===== config.mk =====
export PLATFORM = sky130hd
export DESIGN_NAME = regfile_cleared
export DESIGN_NICKNAME = d
export VERILOG_FILES = /design/src/rtl/regfile_pkg.sv /design/src/rtl/regfile_clear_fsm.sv /design/src/rtl/regfile_cleared.sv
export SDC_FILE = /design/constraint.sdc
export NUM_CORES = 1
export LEC_CHECK = 0
export BUFFER_PORTS_ARGS = -buffer_cell sky130_fd_sc_hd__buf_2
export CAP_MARGIN = 40
export CORE_ASPECT_RATIO = 1.25
export CORE_MARGIN = 2
export CORE_UTILIZATION = 60
export CTS_CLUSTER_SIZE = 40
export DETAILED_ROUTE_END_ITERATION = 12
export PLACE_DENSITY = 0.91
export SKIP_CTS_REPAIR_TIMING = 1
export SYNTH_ARGS = -nofsm -noshare
export SYNTH_HDL_FRONTEND = slang
export SYNTH_HIERARCHICAL = 1
export SYNTH_SLANG_ARGS = --single-unit
export TNS_END_PERCENT = 10

===== constraint.sdc =====
create_clock -name clk -period 3.85 [get_ports clk]
set_input_delay 0.385 -clock clk [delete_from_list [all_inputs] [get_ports clk]]
set_output_delay 0.385 -clock clk [all_outputs]
set_load 0.03 [all_outputs]

===== src/rtl/regfile_pkg.sv =====
// Shared types and default widths for the cleared register file.
// Optional same-cycle forwarding is enabled by the REGFILE_BYPASS_EN macro.
package regfile_pkg;

    localparam int DATA_W_DEF = 16;
    localparam int ADDR_W_DEF = 4;

    typedef enum logic {
        CLEAR = 1'b0,
        READY = 1'b1
    } state_e;

endpackage


===== src/rtl/regfile_clear_fsm.sv =====
// Post-reset clear sequencer: walks every register index once, writing zero,
// then parks in READY until the next reset.
module regfile_clear_fsm
    import regfile_pkg::*;
#(
    parameter int ADDR_W = ADDR_W_DEF
) (
    input  logic              clk,
    input  logic              rst,
    output logic              busy,
    output logic              clr_we,
    output logic [ADDR_W-1:0] clr_addr
);

    state_e            state_q;
    logic [ADDR_W-1:0] clr_idx_q;

    always_ff @(posedge clk) begin
        if (rst) begin
            state_q   <= CLEAR;
            clr_idx_q <= '0;
        end else begin
            case (state_q)
                CLEAR: begin
                    clr_idx_q <= clr_idx_q + 1'b1;
                    if (clr_idx_q == {ADDR_W{1'b1}}) begin
                        state_q <= READY;
                    end
                end
                READY: begin
                    state_q <= READY;
                end
                default: begin
                    state_q   <= CLEAR;
                    clr_idx_q <= '0;
                end
            endcase
        end
    end

    // rst is folded in so the file looks busy (and writes are blocked) while reset is held.
    assign busy     = rst || (state_q == CLEAR);
    assign clr_we   = !rst && (state_q == CLEAR);
    assign clr_addr = clr_idx_q;

endmodule


===== src/rtl/regfile_cleared.sv =====
// Architectural register file: one write port, two zero-gated combinational
// read ports, hardware clear after reset. Define REGFILE_BYPASS_EN for forwarding.
module regfile_cleared
    import regfile_pkg::*;
#(
    parameter int DATA_W   = DATA_W_DEF,
    parameter int ADDR_W   = ADDR_W_DEF,
    parameter int ZERO_REG = 1
) (
    input  logic              clk,
    input  logic              rst,
    input  logic              wr_en,
    input  logic [ADDR_W-1:0] wr_addr,
    input  logic [DATA_W-1:0] wr_data,
    input  logic              rd_en1,
    input  logic [ADDR_W-1:0] rd_addr1,
    output logic [DATA_W-1:0] rd_data1,
    input  logic              rd_en2,
    input  logic [ADDR_W-1:0] rd_addr2,
    output logic [DATA_W-1:0] rd_data2,
    output logic              busy
);

    localparam int NUM_REGS = 2 ** ADDR_W;
    localparam int NUM_RD   = 2;

    logic [DATA_W-1:0] mem_q [NUM_REGS];

    logic              clr_we;
    logic [ADDR_W-1:0] clr_addr;

    logic              arr_we;
    logic [ADDR_W-1:0] arr_addr;
    logic [DATA_W-1:0] arr_data;

    logic              rd_en_w   [NUM_RD];
    logic [ADDR_W-1:0] rd_addr_w [NUM_RD];
    logic [DATA_W-1:0] rd_data_w [NUM_RD];

    regfile_clear_fsm #(
        .ADDR_W (ADDR_W)
    ) u_clear_fsm (
        .clk      (clk),
        .rst      (rst),
        .busy     (busy),
        .clr_we   (clr_we),
        .clr_addr (clr_addr)
    );

    // The sweep owns the write port while busy; user writes are dropped then.
    always_comb begin
        arr_we   = 1'b0;
        arr_addr = wr_addr;
        arr_data = wr_data;
        if (busy) begin
            arr_we   = clr_we;
            arr_addr = clr_addr;
            arr_data = '0;
        end else if (wr_en && !((ZERO_REG != 0) && (wr_addr == '0))) begin
            arr_we = 1'b1;
        end
    end

    always_ff @(posedge clk) begin
        if (arr_we) begin
            mem_q[arr_addr] <= arr_data;
        end
    end

    assign rd_en_w[0]   = rd_en1;
    assign rd_addr_w[0] = rd_addr1;
    assign rd_en_w[1]   = rd_en2;
    assign rd_addr_w[1] = rd_addr2;

    generate
        for (genvar gi = 0; gi < NUM_RD; gi++) begin : g_rd_port
            always_comb begin
                rd_data_w[gi] = '0;
                if (busy || !rd_en_w[gi] || ((ZERO_REG != 0) && (rd_addr_w[gi] == '0))) begin
                    rd_data_w[gi] = '0;
`ifdef REGFILE_BYPASS_EN
                end else if (wr_en && (rd_addr_w[gi] == wr_addr)) begin
                    rd_data_w[gi] = wr_data;
`endif
                end else begin
                    rd_data_w[gi] = mem_q[rd_addr_w[gi]];
                end
            end
        end
    endgenerate

    assign rd_data1 = rd_data_w[0];
    assign rd_data2 = rd_data_w[1];

endmodule


After elaboration in Yosys (flattened, before gate mapping). Memory sizes are Yosys's and may differ from the RTL's. Index checks and enable logic that the tools add are counted.

Bits of input ports: 33. Output and inout port bits: 33. Bits in writable memories: 256. Memories kept: 1. Logic and storage cells: 30. Register bits: 5.

Mux-type cells: 10. Add/subtract/negate cells: 1. Bitwise gates (word level): 1. Reduce and logical (&&, ||, !) cells: 14. Eq/ne operators: 1.

Memory list: mem_q (depth 16, bits a word 16, rd ports 2, clocked after memory_dff 0, write ports 1, line regfile_cleared.sv:27) `logic [DATA_W-1:0] mem_q [NUM_REGS];`.

Operators by type and width (number): 16-bit 2-to-1 mux (3); 4-bit zero test (3); 1-bit logical OR (5); 1-bit 2-to-1 mux (5); 4-bit by 1-bit adder with 4-bit output (second input constant) (1); 4-bit == test (second input constant) (1); 1-bit zero test (4); 4-bit 2-to-1 mux (1); 1-bit logical AND (2); 1-bit case mux with 2 select lines (1); 1-bit inverter (1).

Logic depth before layout (Yosys ltp). Gate-level depths: netlist of the first run.

Depth in word-level cells: 7. Mapped depth: 7. Depth with buffers taken out: 4.

Cells and area by module. The synthesis of the first run kept the hierarchy.

Modules (own cells, without submodules): regfile_cleared (times used 1, cells each 561, area an instance 11817.6 um^2, sequential area each 7687.4 um^2); regfile_clear_fsm (times used 1, cells each 21, area an instance 219.0 um^2, sequential area each 100.1 um^2).

Least setup slack after synthesis of the first run. No wires, ideal clock.

Path kind: reg-to-reg. From: reg u_clear_fsm.state_q. To: mem mem_q[3][0] (netlist name) (enable). Path buffers: 2. Stages on the path, launching flop included: 6. Path slack: 0.736 ns. Period minus slack after synthesis: 3.114 ns. Required time: 3.441 ns. Arrival time: 2.705 ns. Library setup time: 0.409 ns. Cells stage by stage: dfxtp_1 -> clkbuf_2 -> nand2b_1 -> clkbuf_1 -> mux2_2 -> nor3_1.

Cells in the longest elaborated chain, start to end: 5. Elaborated cells on any way between the ends: 7. Classes of those cells: 4 x mux; 1 x bitwise; 2 x reduce/logical.

RTL lines: start, declared (line regfile_clear_fsm.sv:15) `state_e state_q;`; start signal, assigned (line regfile_clear_fsm.sv:20) `state_q <= CLEAR;`; start signal, assigned (line regfile_clear_fsm.sv:27) `state_q <= READY;`; start signal, assigned (line regfile_clear_fsm.sv:31) `state_q <= READY;`; 1-bit inverter (*) (line regfile_clear_fsm.sv:42) `assign busy = rst || (state_q == CLEAR);`; 1-bit logical OR (*) (line regfile_clear_fsm.sv:42); net busy (line regfile_cleared.sv:21) `output logic busy`; 1-bit 2-to-1 mux (line regfile_cleared.sv:55) `if (busy) begin`; 1-bit 2-to-1 mux (line regfile_cleared.sv:65) `if (arr_we) begin`; 1-bit 2-to-1 mux (not written as such) (line regfile_cleared.sv:66) `mem_q[arr_addr] <= arr_data;`; end, declared (line regfile_cleared.sv:27).

The timed path passes the listed nets; every way through them passes the cells marked *.

Worst setup path in the final report of the first run.
From: reg u_clear_fsm.state_q. To: out rd_data1[14].

Cells in the longest elaborated chain, start to end: 5.

RTL lines: 1-bit inverter (line regfile_clear_fsm.sv:42); 1-bit logical OR (line regfile_clear_fsm.sv:42); 1-bit logical OR (2 in series) (line regfile_cleared.sv:79) `if (busy || !rd_en_w[gi] || ((ZERO_REG != 0) && (rd_addr_w[gi] == '0))) begin`; 16-bit 2-to-1 mux (line regfile_cleared.sv:79); end, declared (line regfile_cleared.sv:17) `output logic [DATA_W-1:0] rd_data1,`.

No other way between the ends.

==> results of run 1 <==
[sequential cells by signal, summed over array words and instances (netlist names)]
register / cells
u_clear_fsm/clr_addr: 4
u_clear_fsm/state_q: 1
mem_q: 256
[worst register-to-register path, delay by kind of cell, from the launching register on]
family	cells	cell delay (ns)
simple gates	2	0.73
compound gates	1	0.34
mux	1	0.58
flops	1	0.39
buf+inv	2	0.70
[logic make-up (layout without fill, tap and decap cells)]
logic type | Yosys count | in the layout | share of synthesized area (%)
AOI/OAI and AO/OA | 73 | 73 | 5.48
xor gates and xnor gates | 3 | 3 | 0.218
adders and majority gates | 1 | 1 | 0.104
buffers and inverters | 48 | 161 | 2.08
DFF | 261 | 261 | 64.7
muxes | 131 | 131 | 24.1
and+or+nand+nor | 65 | 65 | 3.27
[how the worst min path moves through the flow]
stage / start / to / slack [ns] / cells past startpoint
floorplan: rst / u_clear_fsm/clr_addr[0] / 0.46 / 1
global placement: u_clear_fsm/clr_addr[3] / u_clear_fsm/clr_addr[3] / 0.55 / 2
detailed placement: u_clear_fsm/clr_addr[3] / u_clear_fsm/clr_addr[3] / 0.57 / 2
CTS: rst / u_clear_fsm/clr_addr[2] / 0.1 / 2
global route: rst / u_clear_fsm/clr_addr[2] / 0.11 / 2
finish: rst / u_clear_fsm/clr_addr[2] / 0.11 / 2
[synthesized netlist by cell type (2+ instances only)]
cell,n
buf_4,3
and4b_1,2
a31oi_1,2
buf_2,16
o21ai_0,2
mux4_2,126
mux2_2,2
inv_1,3
edfxtp_1,256
buf_6,5
a32oi_1,2
a221o_1,31
nor2_1,20
and3b_1,2
buf_1,2
mux2i_1,2
nor2b_1,20
nor3_1,9
clkbuf_1,18
nor4bb_1,2
a22o_1,31
dfxtp_1,5
xor2_1,2
nand2b_1,2
[power by group through the flow]
stage	clock network, uW	registers, uW	logic (uW)
floorplan	0	3180	230
detailed placement	0	3190	327
CTS	2450	3130	332
global route	2540	3130	348
global placement	0	3190	315
finish	2440	3130	332
[layout make-up]
cell class                 instances  area [um2]  area share, %
sequential                       261        7790           56.6
multi-input combinational        273        4080           29.7
timing repair buffer             115         756           5.49
clock buffer                      32         672           4.88
tap                              265         332           2.41
clock inverter                    11         128          0.927
inverter                           3        11.3         0.0818
[per-stage QoR]
step,hold slack [ns],setup slack (ns),area [um2]
4_1_cts,0.0999,0.373,13800
5_1_grt,0.114,0.285,13800
3_5_place_dp,0.570,0.667,13000
2_1_floorplan,0.457,0.736,12000
3_3_place_gp,0.546,0.813,12800
6_report,0.106,0.333,13800
[layer usage]
metal | share of wire, % | routed length (um) | vias up
li1 | - | - | 2769
met5 | 0 | 0 | -
met2 | 51 | 15900 | 594
met1 | 34 | 10600 | 3632
met4 | 4.7 | 1490 | 0
met3 | 11 | 3500 | 110
==> reports/metrics.cfg, run 1 <==
[synthesis]
yosys.area.top_type=edfxtp_1
synth_area_leaders=edfxtp_1, mux4_2, a221o_1
synth_cell_types=41
synth_edf_count=256
yosysTopAreaCellShare_pct=63.9
synthArstFlopShare_pct=0
ys_warn_count=6
syn_area_um2=12000
synth-seq-cells=261
syn_nets=616
postSynthCellCount=582
seq_area_frac_synth_pct=64.7
synthFlopType=edfxtp_1
syn_avg_cell_area_um2=20.7

[drt]
viasPerCell=7.40
routed_wl_mm=31.5
antenna_left=0
first_pass_iters=5
wire_per_inst_um=32.8
drt_iter0_markers=924
drc_errors=0
vias=7105

[clock_tree]
cts_root_buf=clkbuf_16
clockBufferDepth=3
clkSinkCount=261
clk_latency_ns=0.52
cts_tree=built
cts_htree_levels=1
path_clk_slew_ns=0.06
cts_made_buffers=24

[pwr]
p_clk_share_pct=41.3
p_leak_uw=0.00499
power-per-cell-area_nw_per_um2=429
power_frac_seq_pct=53.1
pwr-share-comb_pct=5.6
p_sw_share_pct=20.5
p_total_uw=5900
internal_power_uw=4690
switching_power_uw=1210
ir_drop_mv=0.314

[die]
initial_core_util_pct=61.6
fp.dieH_um=162
die_x_um=131
pin_count=66
row_count=57
dieArea_um2=21200
coreArea_um2=19500

[sta]
max_freq_ghz=0.284
period_share_pct=91.4
finalMaxSlewViolations=0
hold_violations=0
fin_tns_setup_ns=0
finalClockSkew_ns=0.0115
setup_viol=0
post-route-min-period_ns=3.52
slew_headroom_pct=41.0
grt_setup_unrepaired=no
max_slew.worst_pin.slew_ns=0.884

[global_route]
use_met2_pct=50.2
grt_pass1_vias=7422
grt.overflow.total=0
grt_use_total_pct=30.9
grt_max_degree=48
use_met3_pct=6.64
grt_pass1_wl_mm=47.1
antenna_found_initial=0
grt-busiest-layer=met2
grt_use_met1_pct=40.7

[layout]
diodes=0
final_layout_size_suffix_gt1_share_pct=42.2
final_common_cell=edfxtp_1
nNetsFinal=712
layout_common_cells=edfxtp_1, mux4_2, buf_2
area_growth_pct=14.4
fillers=1134
post_layout_nonfiller_instances=960
final_util_pct=70.5

[critical_path]
cp.buffers_inverters=1
worst-setup-path-type=reg -> out
setup.worst_path.end=rd_data1[14]
cp_slowest_cell=and4b_1
r2r_cells=6
crit_arrival_ns=3.13
crit_family=simple AND/OR/NAND/NOR gates
crit_fanout=16
endpoint_kind=output pin
cp-start-kind=flop
crit_path_start=u_clear_fsm/state_q
cp_data_required_time_ns=3.46
worst-path-stages=5
r2r-start=u_clear_fsm/state_q
r2r-end=mem_q[11][4]
cp_slowest_stage_delay_ns=0.92
cp_cell_sequence=nand2b_1, and4b_1, a22oi_1, o31ai_1, buf_2
rrSetupSlack_ns=0.79

[place]
gp_routability_congestion=0.825
hpwl_mm=19.5
port_buffers=65
dpl.cell_count=916

[outcome]
status=completed

[min_path]
hold_class=in -> reg

[run]
cap_violations=0

Note: power is estimated with default switching activity, not from simulation.
==> inputs of run 2 (changes only) <==
==> constraint.sdc (replaced) <==
create_clock -name clk -period 3.85 [get_ports clk]
set_input_delay 0.385 -clock clk [delete_from_list [all_inputs] [get_ports clk]]
set_output_delay 0.385 -clock clk [all_outputs]
set_load 0.1 [all_outputs]
==> reports/metrics.cfg, run 2 (synthesis results as in run 1) <==
[sta]
finalClockSkew_ns=0.0119  ; was 0.0115 ns
slew_headroom_pct=32.5  ; was 41.0%
max_freq_ghz=0.302  ; was 0.284 GHz
whs_ns=0.128  ; was 0.106 ns
max_slew.worst_pin.slew_ns=1.01  ; was 0.884 ns
setup_viol=0  ; unchanged
finalMaxSlewViolations=0  ; unchanged
period_share_pct=86.1  ; was 91.4%
grt_setup_unrepaired=no  ; unchanged
fin_tns_setup_ns=0  ; unchanged
layout_setup_ws_ns=0.537  ; was 0.333 ns
hold_violations=0  ; unchanged
post-route-min-period_ns=3.31  ; was 3.52 ns

[global_route]
grt_pass1_wl_mm=47.8  ; was 47.1 mm
antenna_found_initial=0  ; unchanged
grt_max_degree=66  ; was 48
grt_pass1_vias=7620  ; was 7,422
grt_use_total_pct=31.3  ; was 30.9%
grt.overflow.total=0  ; unchanged

[drt]
antenna_left=0  ; unchanged
routed_wl_mm=32.1  ; was 31.5 mm
vias=7157  ; was 7,105
drc_errors=0  ; unchanged
viasPerCell=7.48  ; was 7.40
drt_iter0_markers=1024  ; was 924
wire_per_inst_um=33.5  ; was 32.8 um
first_pass_iters=5  ; unchanged

[layout]
diodes=0  ; unchanged
nNetsFinal=710  ; was 712
largest_reg_flops=256  ; unchanged
final_area_um2=14300  ; was 13,800 um2
final_common_cell=edfxtp_1  ; unchanged
final_layout_size_suffix_gt1_share_pct=42.2  ; about the same
largest_register=mem_q  ; unchanged
area_growth_pct=18.4  ; was 14.4%
layout_common_cells=edfxtp_1, mux4_2, buf_4  ; was edfxtp_1, mux4_2, buf_2

[clock_tree]
clkSinkCount=261  ; unchanged
cts_made_buffers=24  ; unchanged
path_clk_slew_ns=0.06  ; about the same
cts_tree=built  ; unchanged
clockBufferDepth=3  ; unchanged
cts_htree_levels=1  ; unchanged
clk_latency_ns=0.52  ; about the same
cts_root_buf=clkbuf_16  ; unchanged

[die]
coreArea_um2=19500  ; unchanged
dieArea_um2=21200  ; unchanged
initial_core_util_pct=61.6  ; unchanged
row_count=57  ; unchanged
fp.dieH_um=162  ; unchanged
pin_count=66  ; unchanged
die_x_um=131  ; unchanged

[place]
hpwl_mm=18.7  ; was 19.5 mm
preCtsSetupSlack_ns=0.821  ; was 0.667 ns
place_area_um2=13400  ; was 13,000 um2
gp_routability_congestion=0.821  ; was 0.825
port_buffers=65  ; unchanged

[pwr]
power-per-cell-area_nw_per_um2=413  ; was 429 nW/um2
p_total_uw=5890  ; was 5900 uW
ir_drop_mv=0.284  ; was 0.314 mV
p_leak_uw=0.00506  ; was 0.00499 uW

[critical_path]
r2r-start=u_clear_fsm/state_q  ; unchanged
r2r-end=mem_q[10][9]  ; was mem_q[11][4]
crit_arrival_ns=2.93  ; was 3.13 ns
crit_fanout=15  ; was 16
cp_slowest_cell=or3b_1  ; was and4b_1
r2r_cells=6  ; unchanged
endpoint_kind=output pin  ; unchanged
cp_cell_sequence=nand2b_1, or3b_1, nor3_2, buf_4, a221o_1, buf_12  ; was nand2b_1, and4b_1, a22oi_1, o31ai_1, buf_2
cp-start-kind=flop  ; unchanged
cp_slowest_stage_delay_ns=0.57  ; was 0.92 ns
cp_data_required_time_ns=3.46  ; about the same
worst-setup-path-type=reg -> out  ; unchanged
rrSetupSlack_ns=0.97  ; was 0.79 ns

[min_path]
whs_path_depth=2  ; unchanged
hp-start=rst  ; unchanged
hold_class=in -> reg  ; unchanged
min_to=u_clear_fsm/clr_addr[2]  ; unchanged

[outcome]
status=completed  ; unchanged

[run]
cap_violations=0  ; unchanged

==> run 2: changes by cell type in the layout (fill, tap and decap cells not counted), moves of 3 or more <==
cell	delta
buf_4	-3
clkbuf_16	+3
buf_12	+33
buf_2	-32
==> run 2: worst max-delay path: cells and delay by family, from the launching register on <==
family,cells,cell delay [ns]
flops,1,0.48
buf+inv,2,0.51
simple gates,3,1.12
compound gates,1,0.30
==> run 2: layout make-up <==
cell class,count,area (um2)
clock inverter,8,68.8
inverter,3,11.3
sequential,261,7790
tap,265,332
multi-input combinational,273,4090
clock buffer,34,733
fill,1058,5290
timing repair buffer,113,1230
==> run 2: how the worst max path moves through the flow <==
stage / endpoint / slack (ns) / depth (start not counted) / startpoint
after floorplan: mem_q[3][0] / 0.25 / 4 / rst
after global placement: rd_data2[8] / 1.00 / 6 / rd_addr2[0]
after detailed placement: mem_q[8][14] / 0.82 / 7 / rst
after CTS: rd_data1[15] / 0.57 / 6 / u_clear_fsm/state_q
after global routing: rd_data1[15] / 0.44 / 6 / u_clear_fsm/state_q
final: rd_data1[15] / 0.54 / 6 / u_clear_fsm/state_q
==> run 2: metrics by stage <==
step	utilization, %	cells
final	72.9	957
after global routing	72.9	957
after CTS	72.7	950
after detailed placement	68.6	908
after global placement	68.1	899
after floorplan	-	582
==> run 2: power breakdown <==
part           internal (uW)  switching (uW)  total (uW)
sequential              3110            20.5        3130
combinational            162             174         336
clock                   1390            1030        2420
==> run 2: metal layers <==
layer,global-route usage (%),wire length [um]
met1,40.4,10500
met2,49.9,16100
met3,7.42,3720
met4,16.5,1740
met5,0,0
